<file path="config.mk">
export PLATFORM = sky130hd
export DESIGN_NAME = sirene_controller
export DESIGN_NICKNAME = d
export VERILOG_FILES = /design/src/rtl/sirene_controller.sv
export SDC_FILE = /design/constraint.sdc
export NUM_CORES = 1
export LEC_CHECK = 0
export CAP_MARGIN = 40
export CORE_MARGIN = 2
export CORE_UTILIZATION = 54
export CTS_CLUSTER_DIAMETER = 50
export DETAILED_ROUTE_END_ITERATION = 8
export PLACE_DENSITY = 0.86
export SLEW_MARGIN = 15
export SYNTH_ARGS = -nofsm -noshare
export SYNTH_HDL_FRONTEND = slang
export SYNTH_SLANG_ARGS = --single-unit
</file>
<file path="constraint.sdc">
create_clock -name clock -period 2.35 [get_ports clock]
set_clock_uncertainty 0.15 [all_clocks]
set_input_delay 0.235 -clock clock [delete_from_list [all_inputs] [get_ports clock]]
set_output_delay 0.235 -clock clock [all_outputs]
set_load 0.01 [all_outputs]
</file>
<file path="src/rtl/sirene_controller.sv">
// Siren controller: a start button or a rising alarm edge switches the siren on.
// While it runs, a 2 Hz tick goes to the siren generator. The siren stops
// automatically after AUTO_OFF_TICKS ticks, or earlier on btn_stop. After any
// stop, a lockout period ignores every input.
module sirene_controller #(
    parameter int TICK_DIV       = 25000000,  // clock cycles per two_hz_enable pulse
    parameter int AUTO_OFF_TICKS = 120,       // ticks per activation before auto stop
    parameter int HOLDOFF_CYCLES = 50000000   // lockout cycles after any stop
) (
    input  logic       clock,
    input  logic       reset,
    input  logic       btn_start,
    input  logic       btn_stop,
    input  logic       alarm_req,
    output logic       enable_siren,
    output logic       two_hz_enable,
    output logic       active,
    output logic       holdoff,
    output logic [7:0] tick_count
);

    // Widths cover the largest legal parameter values:
    // the prescaler can reach 2^25-1 and the lockout counter can reach 2^26-2.
    localparam int PW = 25;
    localparam int HW = 26;

    localparam logic [PW-1:0] PRESCALE_LAST = PW'(TICK_DIV - 1);
    localparam logic [HW-1:0] HOLDOFF_LAST  = HW'(HOLDOFF_CYCLES - 1);
    localparam logic [7:0]    AUTO_OFF      = 8'(AUTO_OFF_TICKS);

    typedef enum logic [1:0] {
        IDLE    = 2'd0,
        ACTIVE  = 2'd1,
        HOLDOFF = 2'd2
    } state_t;

    state_t          state;
    logic [PW-1:0]   prescaler;
    logic [HW-1:0]   holdoff_count;
    logic            alarm_prev;
    logic            alarm_rise;

    // alarm_prev is the value of alarm_req sampled on the previous edge.
    // It resets to 1, so an alarm that is already high does not fire.
    assign alarm_rise = alarm_req & ~alarm_prev;

    // Alarm history: sampled on every edge in every state, so an alarm that
    // stays high during a lockout cannot fire again until it drops and rises.
    always_ff @(posedge clock or posedge reset) begin
        if (reset) begin
            alarm_prev <= 1'b1;
        end else begin
            alarm_prev <= alarm_req;
        end
    end

    // Main FSM. It also updates the prescaler, the lockout counter, the tick
    // counter and all outputs, and every output is registered.
    always_ff @(posedge clock or posedge reset) begin
        if (reset) begin
            state         <= IDLE;
            prescaler     <= '0;
            holdoff_count <= '0;
            tick_count    <= '0;
            enable_siren  <= 1'b0;
            two_hz_enable <= 1'b0;
            active        <= 1'b0;
            holdoff       <= 1'b0;
        end else begin
            two_hz_enable <= 1'b0;
            case (state)
                IDLE: begin
                    prescaler     <= '0;
                    holdoff_count <= '0;
                    tick_count    <= '0;
                    // A stop press held together with a start request blocks the activation.
                    if (!btn_stop && (btn_start || alarm_rise)) begin
                        state        <= ACTIVE;
                        enable_siren <= 1'b1;
                        active       <= 1'b1;
                    end
                end

                ACTIVE: begin
                    // Stop wins over a prescaler wrap on the same edge,
                    // so no tick goes out on the stopping edge.
                    if (btn_stop || (tick_count == AUTO_OFF)) begin
                        state         <= HOLDOFF;
                        enable_siren  <= 1'b0;
                        active        <= 1'b0;
                        holdoff       <= 1'b1;
                        prescaler     <= '0;
                        holdoff_count <= '0;
                    end else if (prescaler == PRESCALE_LAST) begin
                        prescaler     <= '0;
                        two_hz_enable <= 1'b1;
                        tick_count    <= tick_count + 8'd1;
                    end else begin
                        prescaler <= prescaler + PW'(1);
                    end
                end

                HOLDOFF: begin
                    // The lockout lasts HOLDOFF_CYCLES edges after the entering edge.
                    // tick_count keeps the count from the last activation.
                    if (holdoff_count == HOLDOFF_LAST) begin
                        state         <= IDLE;
                        holdoff       <= 1'b0;
                        holdoff_count <= '0;
                        tick_count    <= '0;
                    end else begin
                        holdoff_count <= holdoff_count + HW'(1);
                    end
                end

                default: begin
                    state         <= IDLE;
                    prescaler     <= '0;
                    holdoff_count <= '0;
                    tick_count    <= '0;
                    enable_siren  <= 1'b0;
                    active        <= 1'b0;
                    holdoff       <= 1'b0;
                end
            endcase
        end
    end

endmodule

</file>
==> run_results.csv, run 1 <==
group,metric,value,unit
pwr,power_frac_clock,44.5,%
synthesis,netlist_top_cells_area,"dfrtp_1 (46%), xor2_1 (5.3%), nor2_1 (5.1%), nand4_1 (4.3%), nand3_1 (3.3%)",
setup_path,cp_data_arrival_time,2520,ps
detailed_routing,drt-total-wl,8480,um
pwr,comb_power_share,3.3,%
setup_path,cp_max_fo,5,
synthesis,syn-cell-area,3460,um2
synthesis,ys.flop_type,"dfrtp_1",
setup_path,crit_required,2430,ps
run_status,status,"complete, but fails checks",
detailed_routing,vias,3202,
clocking,clk_latency,340,ps
synthesis,yosys-top-cells-count,"dfrtp_1 (64), nor2_1 (47), nand2_1 (27)",
run,drv_cap,0,
pwr,leakagePower,1.82,nW
synthesis,synthCells,378,
placed_design,dp_hpwl,5790,um
floorplan,core-area,6280,um2
grt,grt.busiest_layer,"met2",
setup_path,crit_path_start_kind,"register",
placed_design,io_buffers,16,
synthesis,synth_most_common_cell,"dfrtp_1",
floorplan,initial_core_util,55.2,%
clocking,cts_max_level,3,
sta,rsz0062_at_grt,"true",
worst_hold_path,hp-class,"input port to async pin",
final_layout,fin_area,4300,um2
sta,setup_viol,26,
pwr,p_sw,0.491,mW
grt,groute.usage.overall,24.8,%
sta,min_period_over_period,104,%
detailed_routing,ant_nets,0,
placed_design,place_area,3980,um2
sta,final_hold_viol_count,0,
floorplan,num_io_pins,17,
synthesis,synth-seq-cells,65,
grt,grt-ovfl-total,0,
grt,grt_start_max_net_pins,26,
sta,setup_tns,-1650,ps
grt,grt_use_met2,39.7,%
sta,max_slew_margin,63.4,%
synthesis,synth_nets,387,
synthesis,ys_async_sr_fraction,100,%
detailed_routing,drtPass1Iterations,5,
synthesis,netlist.area_leader.share,46.2,%
sta,min_period,2440,ps
synthesis,synth_edf_count,0,
pwr,p_int,1.71,mW
pwr,p_seq_share,52.3,%
clocking,cts_sinks,65,
clocking,clkTransAtPathRegs,70,ps
grt,grt_first_pass_wirelength,14300,um
clocking,clk_path_buf_depth,2,
sta,tightest_slew,549,ps
grt,first_global_vias,3148,
setup_path,crit_chain,"or4_1 > or4_4 > o31a_4 > buf_4 > a21oi_2 > o21ai_2",
final_layout,final_util,68.5,%
clocking,cts_tree,"done",
sta,fin_ws,-90.4,ps
sta,timing.hold.ws,103,ps
pwr,power,2.20,mW
grt,use_met3,5.14,%
sta,report.final.slew_viol_count,0,
grt,antenna_found_initial,0,
detailed_routing,drc,0,
grt,met1_usage,32.1,%
detailed_routing,first_iter_violations,263,
floorplan,num_rows,29,
sta,max_freq,0.410,GHz
synthesis,yosys_warnings,0,
setup_path,cp_slowest_stage_delay,600,ps
placed_design,dp_slack,-120,ps
clocking,cts_buffers,9,
placed_design,numPlacedInstances,496,
floorplan,dieHeight,84.1,um
synthesis,synth_cell_types,48,
synthesis,seq_area_frac_synth,47.0,%
final_layout,final_nets,443,
clocking,clock-root-buffer,"clkbuf_8",
setup_path,endpoint_kind,"register",
detailed_routing,wl_per_cell,16.4,um
detailed_routing,vias_per_cell,6.21,
final_layout,antennaDiodeCount,0,
placed_design,gp_congestion,0.862,
pwr,power_density,513,nW/um2
setup_path,critPathKind,"register to register",
run_status,violations,"negative setup slack",
setup_path,cp_slowest_cell,"or4_4",
synthesis,yosysTopAreaCell,"dfrtp_1",
synthesis,avgSynthCellArea,9.17,um2
final_layout,area.growth.synth_to_final,24.1,%
pwr,p_sw_share,22.3,%
pwr,irDropWorstVdd,369,uV
final_layout,drive_above_1_share,19.4,%
final_layout,final_cells,516,
floorplan,dieArea,7070,um2
floorplan,die_w,84.1,um
## what timing repair did
item | CTS | global route
hold buffers | 0 | 0
resized for setup | 11 | 13
pin swaps | 1 | 3
buffers inserted | 1 | 2
endpoints found under the setup margin | 28 | 56
gates cloned | 1 | 0
## final timing paths
path                                                from                        end  slack [ps]  cells past startpoint
hold / removal                                     reset  prescaler[13]$_DFFE_PP0N_         100                      2
min in group clock                             alarm_req       alarm_prev$_DFF_PP1_         170                      1
setup reg to reg           holdoff_count[10]$_DFFE_PP0N_  tick_count[2]$_DFFE_PP0P_         -90                      6
setup / recovery           holdoff_count[10]$_DFFE_PP0N_  tick_count[2]$_DFFE_PP0P_         -90                      6
hold reg to reg                prescaler[24]$_DFFE_PP0N_  prescaler[24]$_DFFE_PP0N_         350                      1
max in group asynchronous                          reset       alarm_prev$_DFF_PP1_        1350                      3
## critical path: cells and delay by family (launching register included)
kind                   cells  cell delay, ps
buffers and inverters      1             160
AOI/OAI and AO/OA          3             530
DFF                        1             370
and+or+nand+nor            2            1120
## sequential cells by signal, indices dropped and copies added, names as in the netlist
signal	count
active	1
alarm_prev	1
holdoff	1
holdoff_count	26
prescaler	25
state	2
tick_count	8
two_hz_enable	1
## cell type report
type,count,area [um2]
Sequential cell,65,1630
Timing Repair Buffer,57,520
Inverter,16,60.1
Tap cell,77,96.3
Clock inverter,4,51.3
Clock buffer,12,155
Multi-Input combinational cell,285,1790
Fill cell,445,1980
## power by group through the flow
stage	logic, mW	registers (mW)	clock network [mW]
2_1_floorplan	0.0397	1.17	0
3_3_place_gp	0.0711	1.17	0
3_5_place_dp	0.0732	1.17	0
4_1_cts	0.0736	1.15	0.994
5_1_grt	0.0818	1.15	1.04
6_report	0.0717	1.15	0.981
## routing by layer
metal / vias up / share of wire (%)
met4: 0 / 2.2
met1: 1574 / 43
met5: - / 0
met3: 23 / 5.5
met2: 123 / 49
li1: 1482 / -
## kinds of logic after synthesis
group / count (synthesis) / synth area share (%)
adder cells (fa/ha/maj): 4 / 1.44
buffers and inverters: 29 / 3.65
AND/OR/NAND/NOR: 184 / 28.0
AO/OA/AOI/OAI: 65 / 12.1
flip-flops: 65 / 47.0
XOR/XNOR: 31 / 7.84
## placed cells by master, fill, tap and decap left out, types with 4 or more instances in the layout
master            n
buf_4            34
nor4_1            6
clkdlybuf4s50_1  16
or3_1             5
a21o_1            4
o21ai_1           5
nor3_1           16
and3_1            6
nand2_1          27
a21oi_1           8
nand3_1          23
or2_2             4
o21ai_0          15
inv_1            15
nand4_1          24
buf_6             4
or4_1             6
xor2_1           21
a21oi_2           6
nor2_1           46
dfrtp_1          64
a31oi_1           5
clkbuf_8         11
nor3b_1           4
xnor2_1          10
and4_1            4
Power figures use the tool's default switching activity.
==> run 2, diff against run 1 <==
Settings changed: SKIP_CTS_REPAIR_TIMING set to 1.
==> run_results.csv, run 2 (same netlist as run 1, synthesis figures left out) <==
group,metric,value,unit
run_status,status,"complete, but fails checks",
run_status,violations,"negative setup slack",
sta,tightest_slew,544,ps
detailed_routing,vias_per_cell,6.19,
final_layout,regMostFlops,"holdoff_count",
detailed_routing,vias,3186,
detailed_routing,wl_per_cell,16.5,um
placed_design,gp_congestion,0.862,
final_layout,num-fill-cells,450,
sta,setup_viol,25,
sta,final_hold_viol_count,0,
final_layout,multi_input_area,1780,um2
floorplan,dieHeight,84.1,um
placed_design,place_area,3980,um2
run,drv_cap,0,
setup_path,critPathKind,"register to register",
pwr,leakagePower,1.82,nW
final_layout,largest_reg_flops,26,
sta,rsz0062_at_grt,"true",
final_layout,reg_top3,"holdoff_count: 26 flops, prescaler: 25 flops, tick_count: 8 flops",
floorplan,dieArea,7070,um2
clocking,clock-root-buffer,"clkbuf_8",
sta,report.final.slew_viol_count,0,
clocking,clk_path_buf_depth,2,
sta,min_period,2440,ps
clocking,cts_max_level,3,
grt,groute.usage.overall,24.5,%
setup_path,crit_required,2420,ps
setup_path,endpoint_kind,"register",
floorplan,die_w,84.1,um
grt,antenna_found_initial,0,
detailed_routing,drc,0,
sta,max_freq,0.410,GHz
final_layout,final_cells,515,
sta,fin_ws,-91.6,ps
sta,max_slew_margin,63.7,%
final_layout,final_common_cell,"dfrtp_1",
detailed_routing,drt-total-wl,8510,um
grt,first_global_vias,3113,
detailed_routing,ant_nets,0,
final_layout,fin_area,4290,um2
pwr,power_density,514,nW/um2
final_layout,seq_area,1630,um2
setup_path,cp_max_fo,15,
sta,min_period_over_period,104,%
clocking,clk_latency,340,ps
grt,grt_start_max_net_pins,26,
setup_path,crit_path_start_kind,"register",
grt,grt_first_pass_wirelength,14100,um
worst_hold_path,hp-class,"input port to async pin",
placed_design,numPlacedInstances,496,
detailed_routing,first_iter_violations,241,
final_layout,drive_above_1_share,18.7,%
final_layout,antennaDiodeCount,0,
clocking,cts_sinks,65,
clocking,clkTransAtPathRegs,70,ps
floorplan,initial_core_util,55.2,%
final_layout,area.growth.synth_to_final,23.8,%
final_layout,final_nets,442,
floorplan,num_io_pins,17,
floorplan,num_rows,29,
placed_design,dp_hpwl,5790,um
clocking,cts_tree,"done",
grt,grt-ovfl-total,0,
placed_design,io_buffers,16,
final_layout,final_cell_mix,"dfrtp_1 (64), nor2_1 (47), buf_4 (33)",
pwr,irDropWorstVdd,410,uV
clocking,cts_buffers,9,
setup_path,cp_data_arrival_time,2510,ps
detailed_routing,drtPass1Iterations,5,
floorplan,core-area,6280,um2
## run 2: routing by layer
| layer | GRT usage [%] | share of wire (%) | wire (um) | vias up |
|---|---|---|---|---|
| met5 | 0 | 0 | 0 | - |
| met4 | 11.9 | 2.4 | 208 | 0 |
| met3 | 5.14 | 5.4 | 456 | 30 |
| met2 | 39.4 | 49 | 4160 | 106 |
| met1 | 31.7 | 43 | 3690 | 1574 |
| li1 | - | - | - | 1476 |
## run 2: cell type report
type / count / area share [%]
clock buffer: 12 / 3.62
clock inverter: 4 / 1.20
multi-input combinational: 285 / 41.6
tap: 77 / 2.25
sequential: 65 / 38.0
inverter: 16 / 1.40
timing repair buffer: 56 / 12.0
## run 2: power by group
group / switching, mW / internal [mW]
logic: 0.0403 / 0.0310
registers: 0.0179 / 1.13
clock network: 0.433 / 0.548
total: 0.491 / 1.71
## run 2: worst paths after layout
path | startpoint | endpoint | slack [ps] | depth (start not counted)
worst max-delay path | holdoff_count[16]$_DFFE_PP0N_ | holdoff_count[24]$_DFFE_PP0N_ | -90 | 6
worst min-delay path | reset | prescaler[13]$_DFFE_PP0N_ | 100 | 2
worst max register to register | holdoff_count[16]$_DFFE_PP0N_ | holdoff_count[24]$_DFFE_PP0N_ | -90 | 6
worst min register to register | prescaler[24]$_DFFE_PP0N_ | prescaler[24]$_DFFE_PP0N_ | 350 | 1
max in group asynchronous | reset | alarm_prev$_DFF_PP1_ | 1350 | 3
min in group clock | alarm_req | alarm_prev$_DFF_PP1_ | 170 | 1
## run 2: critical path, stage by stage (launching register included)
cell and delay, ps:
dfrtp_1 370, or4_1 520, or4_4 600, o31a_4 360, nor2_4 120, buf_12 140, nor2_1 60
## run 2: per-stage QoR
stage	utilization, %	hold slack (ps)	setup WS (ps)	TNS, ps	power (mW)
floorplan	-	89.5	-73.4	-73.4	1.21
global placement	63.4	323	-36.8	-61.4	1.24
detailed placement	63.4	316	-120	-1610	1.25
CTS	66.7	111	-135	-2050	2.22
global route	68.3	136	-128	-2830	2.28
finish	68.3	102	-91.6	-1590	2.20
